## src/rtl/program_counter.sv

```systemverilog
// Program counter: a single 64-bit PC register whose next value is chosen
// by a 2-bit program-select code, plus a combinational PC + 4 output.
module program_counter (
    input  logic [63:0] in,
    input  logic [1:0]  PS,
    input  logic        reset,
    input  logic        clock,
    output logic [63:0] PC,
    output logic [63:0] PC4
);

    // Program-select codes for the next-PC source
    typedef enum logic [1:0] {
        PS_HOLD   = 2'b00,
        PS_INC    = 2'b01,
        PS_OFFSET = 2'b10,
        PS_SCALED = 2'b11
    } psCode_e;

    logic [63:0] pc_q;
    logic [63:0] pc_d;
    logic [63:0] pcPlus4;
    logic [63:0] scaledOffset;
    psCode_e     psSel;

    assign psSel = psCode_e'(PS);

    // Sequential PC + 4 is shared by the increment and both branch forms,
    // and is also the value presented on PC4 without any register stage.
    assign pcPlus4 = pc_q + 64'd4;

    // Word-scaled offset; the two bits shifted out of the top are dropped,
    // so a negative word offset still wraps correctly modulo 2^64.
    assign scaledOffset = {in[61:0], 2'b00};

    // Next-PC selection; all sums wrap modulo 2^64 with carries discarded
    always_comb begin
        pc_d = pc_q;
        unique case (psSel)
            PS_HOLD:   pc_d = pc_q;
            PS_INC:    pc_d = pcPlus4;
            PS_OFFSET: pc_d = pcPlus4 + in;
            PS_SCALED: pc_d = pcPlus4 + scaledOffset;
            default:   pc_d = pc_q;
        endcase
    end

    // PC register; reset wins over every select code and only acts on an edge
    always_ff @(posedge clock) begin
        if (reset) begin
            pc_q <= 64'd0;
        end else begin
            pc_q <= pc_d;
        end
    end

    assign PC  = pc_q;
    assign PC4 = pcPlus4;

endmodule

```

## config.mk

```make
export PLATFORM = sky130hd
export DESIGN_NAME = program_counter
export DESIGN_NICKNAME = d
export VERILOG_FILES = /design/src/rtl/program_counter.sv
export SDC_FILE = /design/constraint.sdc
export NUM_CORES = 1
export LEC_CHECK = 0
export ABC_CLOCK_PERIOD_IN_PS = 9300
export CORE_MARGIN = 10
export CORE_UTILIZATION = 25
export CTS_CLUSTER_SIZE = 14
export DETAILED_ROUTE_END_ITERATION = 7
export HOLD_SLACK_MARGIN = 0.03
export SYNTH_ARGS = -nofsm -noshare
export SYNTH_HDL_FRONTEND = slang
export SYNTH_SLANG_ARGS = --single-unit
```

## constraint.sdc

```tcl
create_clock -name clock -period 9.3 [get_ports clock]
set_clock_uncertainty 0.1 [all_clocks]
set_input_delay 1.395 -clock clock [delete_from_list [all_inputs] [get_ports clock]]
set_output_delay 1.395 -clock clock [all_outputs]
set_load 0.05 [all_outputs]
```

==> results.sh, run 1 <==
export IMPL_status="finished, final reports clean"
export IMPL_met2_usage=0.281
export IMPL_timing_final_hold_violations=0
export IMPL_cts_buffers_inserted=9
export IMPL_ios=196
export IMPL_fill_cells=5284
export IMPL_syn_avg_cell_area_um2=7.04
export IMPL_multi_input_area_um2=10500
export IMPL_finalSetupViolCount=0
export IMPL_vias=14200
export IMPL_final_antenna_net_count=0
export IMPL_crit_required_ns=9.51
export IMPL_netlist_area_um2=12300
export IMPL_largest_reg_flops=64
export IMPL_wl_per_cell_um=21.8
export IMPL_vdd_drop_max_mv=0.0650
export IMPL_synthTopCellsByArea="ha_1 (15%), dfxtp_1 (10%), xnor2_1 (10%)"
export IMPL_slew_headroom=0.263
export IMPL_synthDominantCellAreaShare=0.154
export IMPL_die_y_um=242
export IMPL_busiest_layer="met2"
export IMPL_period_share=0.720
export IMPL_worstMarginPinSlew_ns=1.10
export IMPL_crit_fanout=11
export IMPL_area_growth_pct=23.0
export IMPL_placedCellCount=2525
export IMPL_setup_worst_path_start="PC[2]$_SDFFE_PP0P_"
export IMPL_fin_crit_ns=6.69
export IMPL_io_buffer_count=195
export IMPL_cts_tree="yes"
export IMPL_vias_per_cell=5.57
export IMPL_ys_seq_area_frac=0.104
export IMPL_final_nets=2093
export IMPL_netlist_instances=1747
export IMPL_max_clock_freq_mhz=149
export IMPL_grt_max_degree=90
export IMPL_clock_path_buffers=2
export IMPL_grt_overflow=0
export IMPL_cts_hold_buf=0
export IMPL_instances_no_fill=2541
export IMPL_crit_type="flop to flop"
export IMPL_drc=0
export IMPL_num_antenna_cells=0
export IMPL_dieWidth_um=242
export IMPL_final_max_slew_violation_count=0
export IMPL_postCtsSetupBuffers=0
export IMPL_r2r_start="PC[2]$_SDFFE_PP0P_"
export IMPL_place_congestion=0.956
export IMPL_drtPass1Iterations=6
export IMPL_cp_arrival_ns=6.90
export IMPL_met3_usage=0.0294
export IMPL_cp_end_kind="flop"
export IMPL_drive_gt1_frac=0.0288
export IMPL_layout_area_seq_um2=1280
export IMPL_grt_util_met1=0.249
export IMPL_ctsResizeCount=0
export IMPL_grt_usage=0.181
export IMPL_synth_edf_count=0
export IMPL_dieArea_um2=58400
export IMPL_hold_path_class="flop to flop"
export IMPL_clock_sinks=64
export IMPL_placed_area_um2=14800
export IMPL_synth_ff_type="dfxtp_1"
export IMPL_routed_wl_mm=55.3
export IMPL_power_density_nw_per_um2=155
export IMPL_leakagePower_nw=5.99
export IMPL_core_area_um2=48700
export IMPL_htreeDepth=3
export IMPL_fin_util=0.310
export IMPL_start_util=0.252
export IMPL_dp_final_hpwl_mm=44.4
export IMPL_async_reset_ff_frac=0
export IMPL_grt_pass1_vias=13600
export IMPL_design_area_um2=15100
export IMPL_min_delay_start="PC[0]$_SDFFE_PP0P_"
export IMPL_cap_viol_max_count=0
export IMPL_yosysUniqueCellTypes=71
export IMPL_grt_pass1_wl_mm=84.2
export IMPL_clk_latency_ns=0.37
export IMPL_synth_nets=1968
export IMPL_rsz0062_at_grt="no"
export IMPL_drt_iter0_markers=1382
export IMPL_antenna_found_initial=1
export IMPL_synth_seq_cells=64
export IMPL_yosys_area_top_type="ha_1"
export IMPL_cts_root_buf="clkbuf_16"
export IMPL_start_kind="flop"
export IMPL_clk_pin_slew_ns=0.06
export IMPL_fin_tns_setup_ns=0
export IMPL_yosysWarningCount=0
export IMPL_fp_row_count=81
layer usage:
layer | up-vias | part of all wire
li1 | 6712 | -
met1 | 6733 | 0.47
met2 | 617 | 0.43
met3 | 90 | 0.070
met4 | 2 | 0.029
met5 | - | 0.00024
where the power goes:
group	switching, mW	leakage, nW	internal, mW
clock	0.162	0.152	0.242
combinational	1.01	5.30	0.561
sequential	0.0680	0.532	0.309
kinds of logic after synthesis:
kind of cell	share of synthesized area
DFF	0.104
muxes	0.00580
xor gates and xnor gates	0.160
AOI/OAI and AO/OA	0.298
buffers and inverters	0.0413
and+or+nand+nor	0.234
adders and majority gates	0.157
final timing paths:
path	slack, ns	endpoint	cells past startpoint
min	0.41	PC[0]$_SDFFE_PP0P_	2
max reg2reg	2.61	PC[63]$_SDFFE_PP0P_	18
max	2.61	PC[63]$_SDFFE_PP0P_	18
min reg2reg	0.41	PC[0]$_SDFFE_PP0P_	2
placed cells by master (no fill, tap or decap), drive strengths merged, types with 24 or more instances in the layout:
cell / count
nand4: 59
xor2: 82
nor2: 131
a211oi: 50
nand2: 195
dfxtp: 64
xnor2: 142
inv: 40
o21ai: 108
nand3: 63
a21o: 51
ha: 151
clkdlybuf4s50: 192
and3: 36
a31oi: 24
nor3: 33
a21oi: 167
worst max-delay path: stages (launching register included):
cell       delay, ns
dfxtp_1         0.43
ha_1            0.24
and3_1          0.27
nand3_1         0.32
nor4_2          1.02
nor2b_1         0.90
nand2_1         0.18
xnor2_1         0.46
ha_1            0.34
a21o_1          0.20
a21o_1          0.18
a21oi_1         0.23
a21oi_1         0.14
o21bai_1        0.19
a31oi_1         0.12
a2111oi_0       0.71
mux2i_1         0.17
a211oi_1        0.26
o311a_1         0.19
cells in the mapped netlist (all sizes together), types with 10 or more instances:
cell,number
xor2,82
nand2b,10
clkbuf,76
inv,40
and3,36
ha,151
nand3,63
o21a,15
a211oi,50
o31ai,15
xnor2,142
nor2b,15
nor3,33
a221oi,10
nand2,195
nand4,59
o21ai,108
and2,14
o211ai,21
dfxtp,64
a311oi,11
buf,17
nor2,131
a21o,51
a31oi,24
a21oi,167
o21bai,23
area by class of cell:
cell class,instances,share of cell area
multi-input combinational,1550,0.695
timing repair buffer,207,0.134
sequential,64,0.0847
tap,664,0.0549
clock buffer,11,0.0160
inverter,40,0.00993
clock inverter,5,0.00529
stage by stage:
stage / power, mW / hold slack, ns / worst slack, ns
after global routing: 2.49 / 0.446 / 2.20
final: 2.35 / 0.405 / 2.61
after floorplan: 1.44 / 0.596 / 2.99
after global placement: 1.92 / 0.402 / 2.76
after detailed placement: 1.92 / 0.411 / 2.72
after CTS: 2.34 / 0.419 / 2.66
Power figures use the tool's default switching activity.
==> run 2: changes to the inputs <==
--- a/config.mk
+++ b/config.mk
@@ -5,7 +5,7 @@
 export SDC_FILE = /design/constraint.sdc
 export NUM_CORES = 1
 export LEC_CHECK = 0
-export ABC_CLOCK_PERIOD_IN_PS = 9300
+export ABC_CLOCK_PERIOD_IN_PS = 5700
 export CORE_MARGIN = 10
 export CORE_UTILIZATION = 25
 export CTS_CLUSTER_SIZE = 14
==> constraint.sdc (replaced) <==
create_clock -name clock -period 5.7 [get_ports clock]
set_clock_uncertainty 0.1 [all_clocks]
set_input_delay 0.855 -clock clock [delete_from_list [all_inputs] [get_ports clock]]
set_output_delay 0.855 -clock clock [all_outputs]
set_load 0.05 [all_outputs]
==> run 2 against run 1 <==
Compared with the run above:
- first-iteration DRC count stayed put
- utilization is 1.6 points higher
- sequential power is 61% higher
- wire length is 3.7% higher
- critical endpoint is now PC[57]$_SDFFE_PP0P_
- largest power group unchanged
==> results.sh, run 2 (synthesized netlist as in run 1, its figures left out) <==
export IMPL_status="finished, final reports clean"
export IMPL_grt_overflow=0
export IMPL_drive_gt1_frac=0.0948
export IMPL_ios=196
export IMPL_met3_usage=0.0376
export IMPL_drc=0
export IMPL_vdd_drop_max_mv=0.0963
export IMPL_hold_worst_slack_ns=0.412
export IMPL_place_congestion=0.987
export IMPL_leakagePower_nw=6.48
export IMPL_clk_latency_ns=0.39
export IMPL_grt_util_met1=0.243
export IMPL_drtPass1Iterations=6
export IMPL_dieWidth_um=242
export IMPL_period_share=0.952
export IMPL_finalSetupViolCount=0
export IMPL_fill_cells=5191
export IMPL_placedCellCount=2589
export IMPL_dp_final_hpwl_mm=46.3
export IMPL_crit_type="flop to flop"
export IMPL_cap_viol_max_count=0
export IMPL_post_place_ws_ns=0.0548
export IMPL_fin_tns_setup_ns=0
export IMPL_fin_util=0.327
export IMPL_hold_path_class="flop to flop"
export IMPL_grt_max_degree=68
export IMPL_core_area_um2=48700
export IMPL_cts_root_buf="clkbuf_16"
export IMPL_cts_tree="yes"
export IMPL_drt_iter0_markers=1382
export IMPL_grt_usage=0.187
export IMPL_crit_fanout=6
export IMPL_crit_required_ns=5.87
export IMPL_power_density_nw_per_um2=246
export IMPL_instances_no_fill=2605
export IMPL_cts_buffers_inserted=9
export IMPL_fp_row_count=81
export IMPL_grt_pass1_vias=13900
export IMPL_final_antenna_net_count=0
export IMPL_placed_area_um2=15500
export IMPL_clock_path_buffers=2
export IMPL_cp_arrival_ns=5.60
export IMPL_num_antenna_cells=0
export IMPL_start_kind="flop"
export IMPL_multi_input_area_um2=10800
export IMPL_die_y_um=242
export IMPL_largest_reg_flops=64
export IMPL_start_util=0.252
export IMPL_dieArea_um2=58400
export IMPL_vias=14400
export IMPL_vias_per_cell=5.52
export IMPL_grt_pass1_wl_mm=86.3
export IMPL_final_max_slew_violation_count=0
export IMPL_antenna_found_initial=0
export IMPL_wl_per_cell_um=22.0
export IMPL_io_buffer_count=195
export IMPL_area_growth_pct=29.5
export IMPL_layout_area_seq_um2=1300
export IMPL_cts_hold_buf=0
export IMPL_layout_cells_most_common="nand2_1"
export IMPL_design_area_um2=15900
export IMPL_final_nets=2157
export IMPL_timing_final_hold_violations=0
export IMPL_worstMarginPinSlew_ns=1.13
export IMPL_total_power_mw=3.91
export IMPL_htreeDepth=3
export IMPL_slew_headroom=0.245
export IMPL_clk_pin_slew_ns=0.07
export IMPL_cp_end_kind="flop"
export IMPL_final_cell_mix="nand2_1 (195), clkdlybuf4s50_1 (186), a21oi_1 (167), ha_1 (149), nor2_1 (127)"
export IMPL_routed_wl_mm=57.3
export IMPL_busiest_layer="met2"
export IMPL_max_clock_freq_mhz=184
export IMPL_met2_usage=0.307
export IMPL_fin_crit_ns=5.43
export IMPL_clock_sinks=64
export IMPL_layout_setup_ws_ns=0.272
## run 2: layout make-up
class,count,share of cell area
multi-input combinational,1550,0.680
timing repair buffer,271,0.158
sequential,64,0.0816
tap,664,0.0522
clock buffer,9,0.0141
inverter,40,0.00943
clock inverter,7,0.00448
## run 2: final timing paths
kind	slack, ns	from	end	depth (start not counted)
setup / recovery	0.27	PC[2]$_SDFFE_PP0P_	PC[57]$_SDFFE_PP0P_	20
hold reg to reg	0.41	PC[0]$_SDFFE_PP0P_	PC[0]$_SDFFE_PP0P_	2
setup reg to reg	0.27	PC[2]$_SDFFE_PP0P_	PC[57]$_SDFFE_PP0P_	20
hold / removal	0.41	PC[0]$_SDFFE_PP0P_	PC[0]$_SDFFE_PP0P_	2
## run 2: repair_timing
action	4_1_cts	5_1_grt
endpoints found under the setup margin	0	11
endpoints found under the hold margin	0	0
resized for setup	0	23
setup buffers	0	0
## run 2: routing by layer
metal | share of wire | up-vias | routed length, µm
met1 | 0.44 | 6852 | 25300
met2 | 0.46 | 625 | 26400
met4 | 0.024 | 0 | 1350
met5 | 0 | - | 0
li1 | - | 6827 | -
met3 | 0.073 | 88 | 4210
## run 2: report_power, final
| part | total, mW | internal (mW) | switching (mW) |
|---|---|---|---|
| combinational | 2.67 | 0.983 | 1.69 |
| sequential | 0.607 | 0.506 | 0.101 |
| clock | 0.631 | 0.339 | 0.292 |
## run 2: worst max-delay path, stage by stage (launching register included)
cell and delay, ns:
dfxtp_4 0.37, ha_2 0.20, and3_1 0.18, and3_1 0.18
and3_1 0.22, and3_2 0.23, and3_1 0.17, and3_1 0.22
nand3_2 0.15, xnor2_4 0.17, ha_1 0.32, and4_1 0.23
or4b_4 0.52, or4_1 0.48, o22ai_4 0.15, o21bai_2 0.13
a21o_1 0.24, and2_1 0.20, o21a_1 0.23, o311a_1 0.35
a211o_1 0.26
==> run 3: changes to the inputs <==
--- a/config.mk
+++ b/config.mk
@@ -11,6 +11,7 @@
 export CTS_CLUSTER_SIZE = 14
 export DETAILED_ROUTE_END_ITERATION = 7
 export HOLD_SLACK_MARGIN = 0.03
+export PLACE_DENSITY = 0.5
 export SYNTH_ARGS = -nofsm -noshare
 export SYNTH_HDL_FRONTEND = slang
 export SYNTH_SLANG_ARGS = --single-unit
==> run 3 against run 2 <==
Compared with the run above:
- global-route usage grew 0.60 points
- die area is the same
- power grew 2.4%
- flip-flop and latch count is the same
- critical path depth shrank 3
- final cell count grew 0.96%
- hold slack gained 0.034 ns
- fmax grew 0.16%
- wire length grew 2.3%
- clock power grew 7.6%
- first-iteration DRC count shrank 13%
- register-to-register slack is essentially flat
- critical endpoint unchanged
- largest cell class unchanged
==> results.sh, run 3 (synthesized netlist as in run 1, its figures left out) <==
export IMPL_antenna_found_initial=0
export IMPL_drtPass1Iterations=6
export IMPL_fin_crit_ns=5.42
export IMPL_num_antenna_cells=0
export IMPL_grt_pass1_wl_mm=88.3
export IMPL_final_antenna_net_count=0
export IMPL_dieWidth_um=242
export IMPL_grt_max_degree=72
export IMPL_worstMarginPinSlew_ns=1.17
export IMPL_crit_family="simple AND/OR/NAND/NOR gates"
export IMPL_path_cells="nand4_1 -> or4_1 -> nand2b_1 -> nor2_2 -> nand2_1 -> xnor2_2 -> ha_1 -> nand2_1 -> or4b_4 -> or4_1 -> o22ai_2 -> o21bai_2 -> a21o_1 -> and2_1 -> o21a_1 -> o311a_1 -> a211o_1"
export IMPL_rr_endpoint="PC[57]$_SDFFE_PP0P_"
export IMPL_placedCellCount=2614
export IMPL_vdd_drop_max_mv=0.110
export IMPL_design_area_um2=16200
export IMPL_cts_buffers_inserted=9
export IMPL_timing_final_hold_violations=0
export IMPL_finalSetupViolCount=0
export IMPL_start_util=0.252
export IMPL_cp_end_kind="flop"
export IMPL_instances_no_fill=2630
export IMPL_hold_path_class="flop to flop"
export IMPL_wl_per_cell_um=22.3
export IMPL_status="finished, final reports clean"
export IMPL_power_density_nw_per_um2=248
export IMPL_total_power_mw=4.00
export IMPL_dieArea_um2=58400
export IMPL_cts_root_buf="clkbuf_16"
export IMPL_clk_pin_slew_ns=0.06
export IMPL_vias_per_cell=5.46
export IMPL_layout_cells_most_common="nand2_1"
export IMPL_grt_overflow=0
export IMPL_area_growth_pct=31.5
export IMPL_cap_viol_max_count=0
export IMPL_cts_hold_buf=0
export IMPL_clk_latency_ns=0.39
export IMPL_crit_fanout=6
export IMPL_clock_path_buffers=2
export IMPL_grt_pass1_vias=14000
export IMPL_crit_required_ns=5.88
export IMPL_post_place_ws_ns=-0.00170
export IMPL_leakagePower_nw=6.65
export IMPL_dp_final_hpwl_mm=47.5
export IMPL_placed_area_um2=15700
export IMPL_r2r_slack_ns=0.28
export IMPL_htreeDepth=3
export IMPL_start_kind="flop"
export IMPL_fp_row_count=81
export IMPL_place_congestion=0.954
export IMPL_io_buffer_count=195
export IMPL_drt_iter0_markers=1198
export IMPL_final_cell_mix="nand2_1 (195), clkdlybuf4s50_1 (187), a21oi_1 (166), ha_1 (150), nor2_1 (125)"
export IMPL_final_nets=2183
export IMPL_vias=14400
export IMPL_max_clock_freq_mhz=185
export IMPL_layout_setup_ws_ns=0.280
export IMPL_routed_wl_mm=58.7
export IMPL_min_path_cells=2
export IMPL_ios=196
export IMPL_drive_gt1_frac=0.108
export IMPL_core_area_um2=48700
export IMPL_path_buf_inv=0
export IMPL_clock_sinks=64
export IMPL_period_share=0.951
export IMPL_final_max_slew_violation_count=0
export IMPL_cp_arrival_ns=5.59
export IMPL_drc=0
export IMPL_slew_headroom=0.220
export IMPL_slowest_delay_ns=0.66
export IMPL_min_delay_start="PC[0]$_SDFFE_PP0P_"
export IMPL_path_depth=17
export IMPL_holdPathEnd="PC[0]$_SDFFE_PP0P_"
export IMPL_cts_tree="yes"
export IMPL_crit_type="flop to flop"
export IMPL_r2r_start="PC[9]$_SDFFE_PP0P_"
export IMPL_die_y_um=242
export IMPL_worst_r2r_cell_count=17
export IMPL_crit_slowest_cell="or4_1"
export IMPL_largest_reg_flops=64
export IMPL_grt_usage=0.193
export IMPL_fin_tns_setup_ns=0
-- run 3: routing by layer --
layer	part of all wire	GRT usage	wire length, µm
met3	0.073	0.0406	4290
met2	0.46	0.310	26900
met1	0.46	0.258	26700
met5	0	0	0
met4	0.013	0.0424	754
-- run 3: final cells by class --
| class | instances | area (µm²) |
|---|---|---|
| clock buffer | 12 | 256 |
| timing repair buffer | 297 | 2700 |
| inverter | 40 | 150 |
| tap | 664 | 831 |
| multi-input combinational | 1550 | 10900 |
| clock inverter | 3 | 65.1 |
| sequential | 64 | 1300 |
| fill | 5303 | 32600 |
-- run 3: per-stage QoR --
stage	hold WS, ns	util
after floorplan	0.596	-
after detailed placement	0.450	0.322
after global placement	0.417	0.322
after CTS	0.461	0.329
after global routing	0.498	0.332
final	0.445	0.332
-- run 3: power breakdown --
group / switching [mW] / internal (mW) / leakage (nW)
Combinational: 1.70 / 1.01 / 5.95
Clock: 0.274 / 0.405 / 0.159
Sequential: 0.100 / 0.507 / 0.535
Total: 2.08 / 1.92 / 6.65
-- run 3: what timing repair did --
action | CTS | global route
resized for setup | 1 | 28
pin swaps | 0 | 2
setup endpoints to repair | 1 | 12
buffers inserted | 0 | 1
-- run 3: how the worst max path moves through the flow --
stage / slack, ns / endpoint / startpoint
after floorplan: 0.02 / PC[57]$_SDFFE_PP0P_ / PC[4]$_SDFFE_PP0P_
after global placement: -0.01 / PC[63]$_SDFFE_PP0P_ / PC[2]$_SDFFE_PP0P_
after detailed placement: -0.002 / PC[63]$_SDFFE_PP0P_ / PC[2]$_SDFFE_PP0P_
after CTS: 0.04 / PC[57]$_SDFFE_PP0P_ / PC[2]$_SDFFE_PP0P_
after global routing: -0.004 / PC[63]$_SDFFE_PP0P_ / PC[10]$_SDFFE_PP0P_
final: 0.28 / PC[57]$_SDFFE_PP0P_ / PC[9]$_SDFFE_PP0P_
-- run 3: worst register-to-register path, delay by kind of cell (launching register included) --
kind | cells | cell delay, ns
AND/OR/NAND/NOR | 9 | 2.85
AO/OA/AOI/OAI | 6 | 1.41
flip-flops | 1 | 0.39
adder cells (fa/ha/maj) | 1 | 0.38
XOR/XNOR | 1 | 0.21
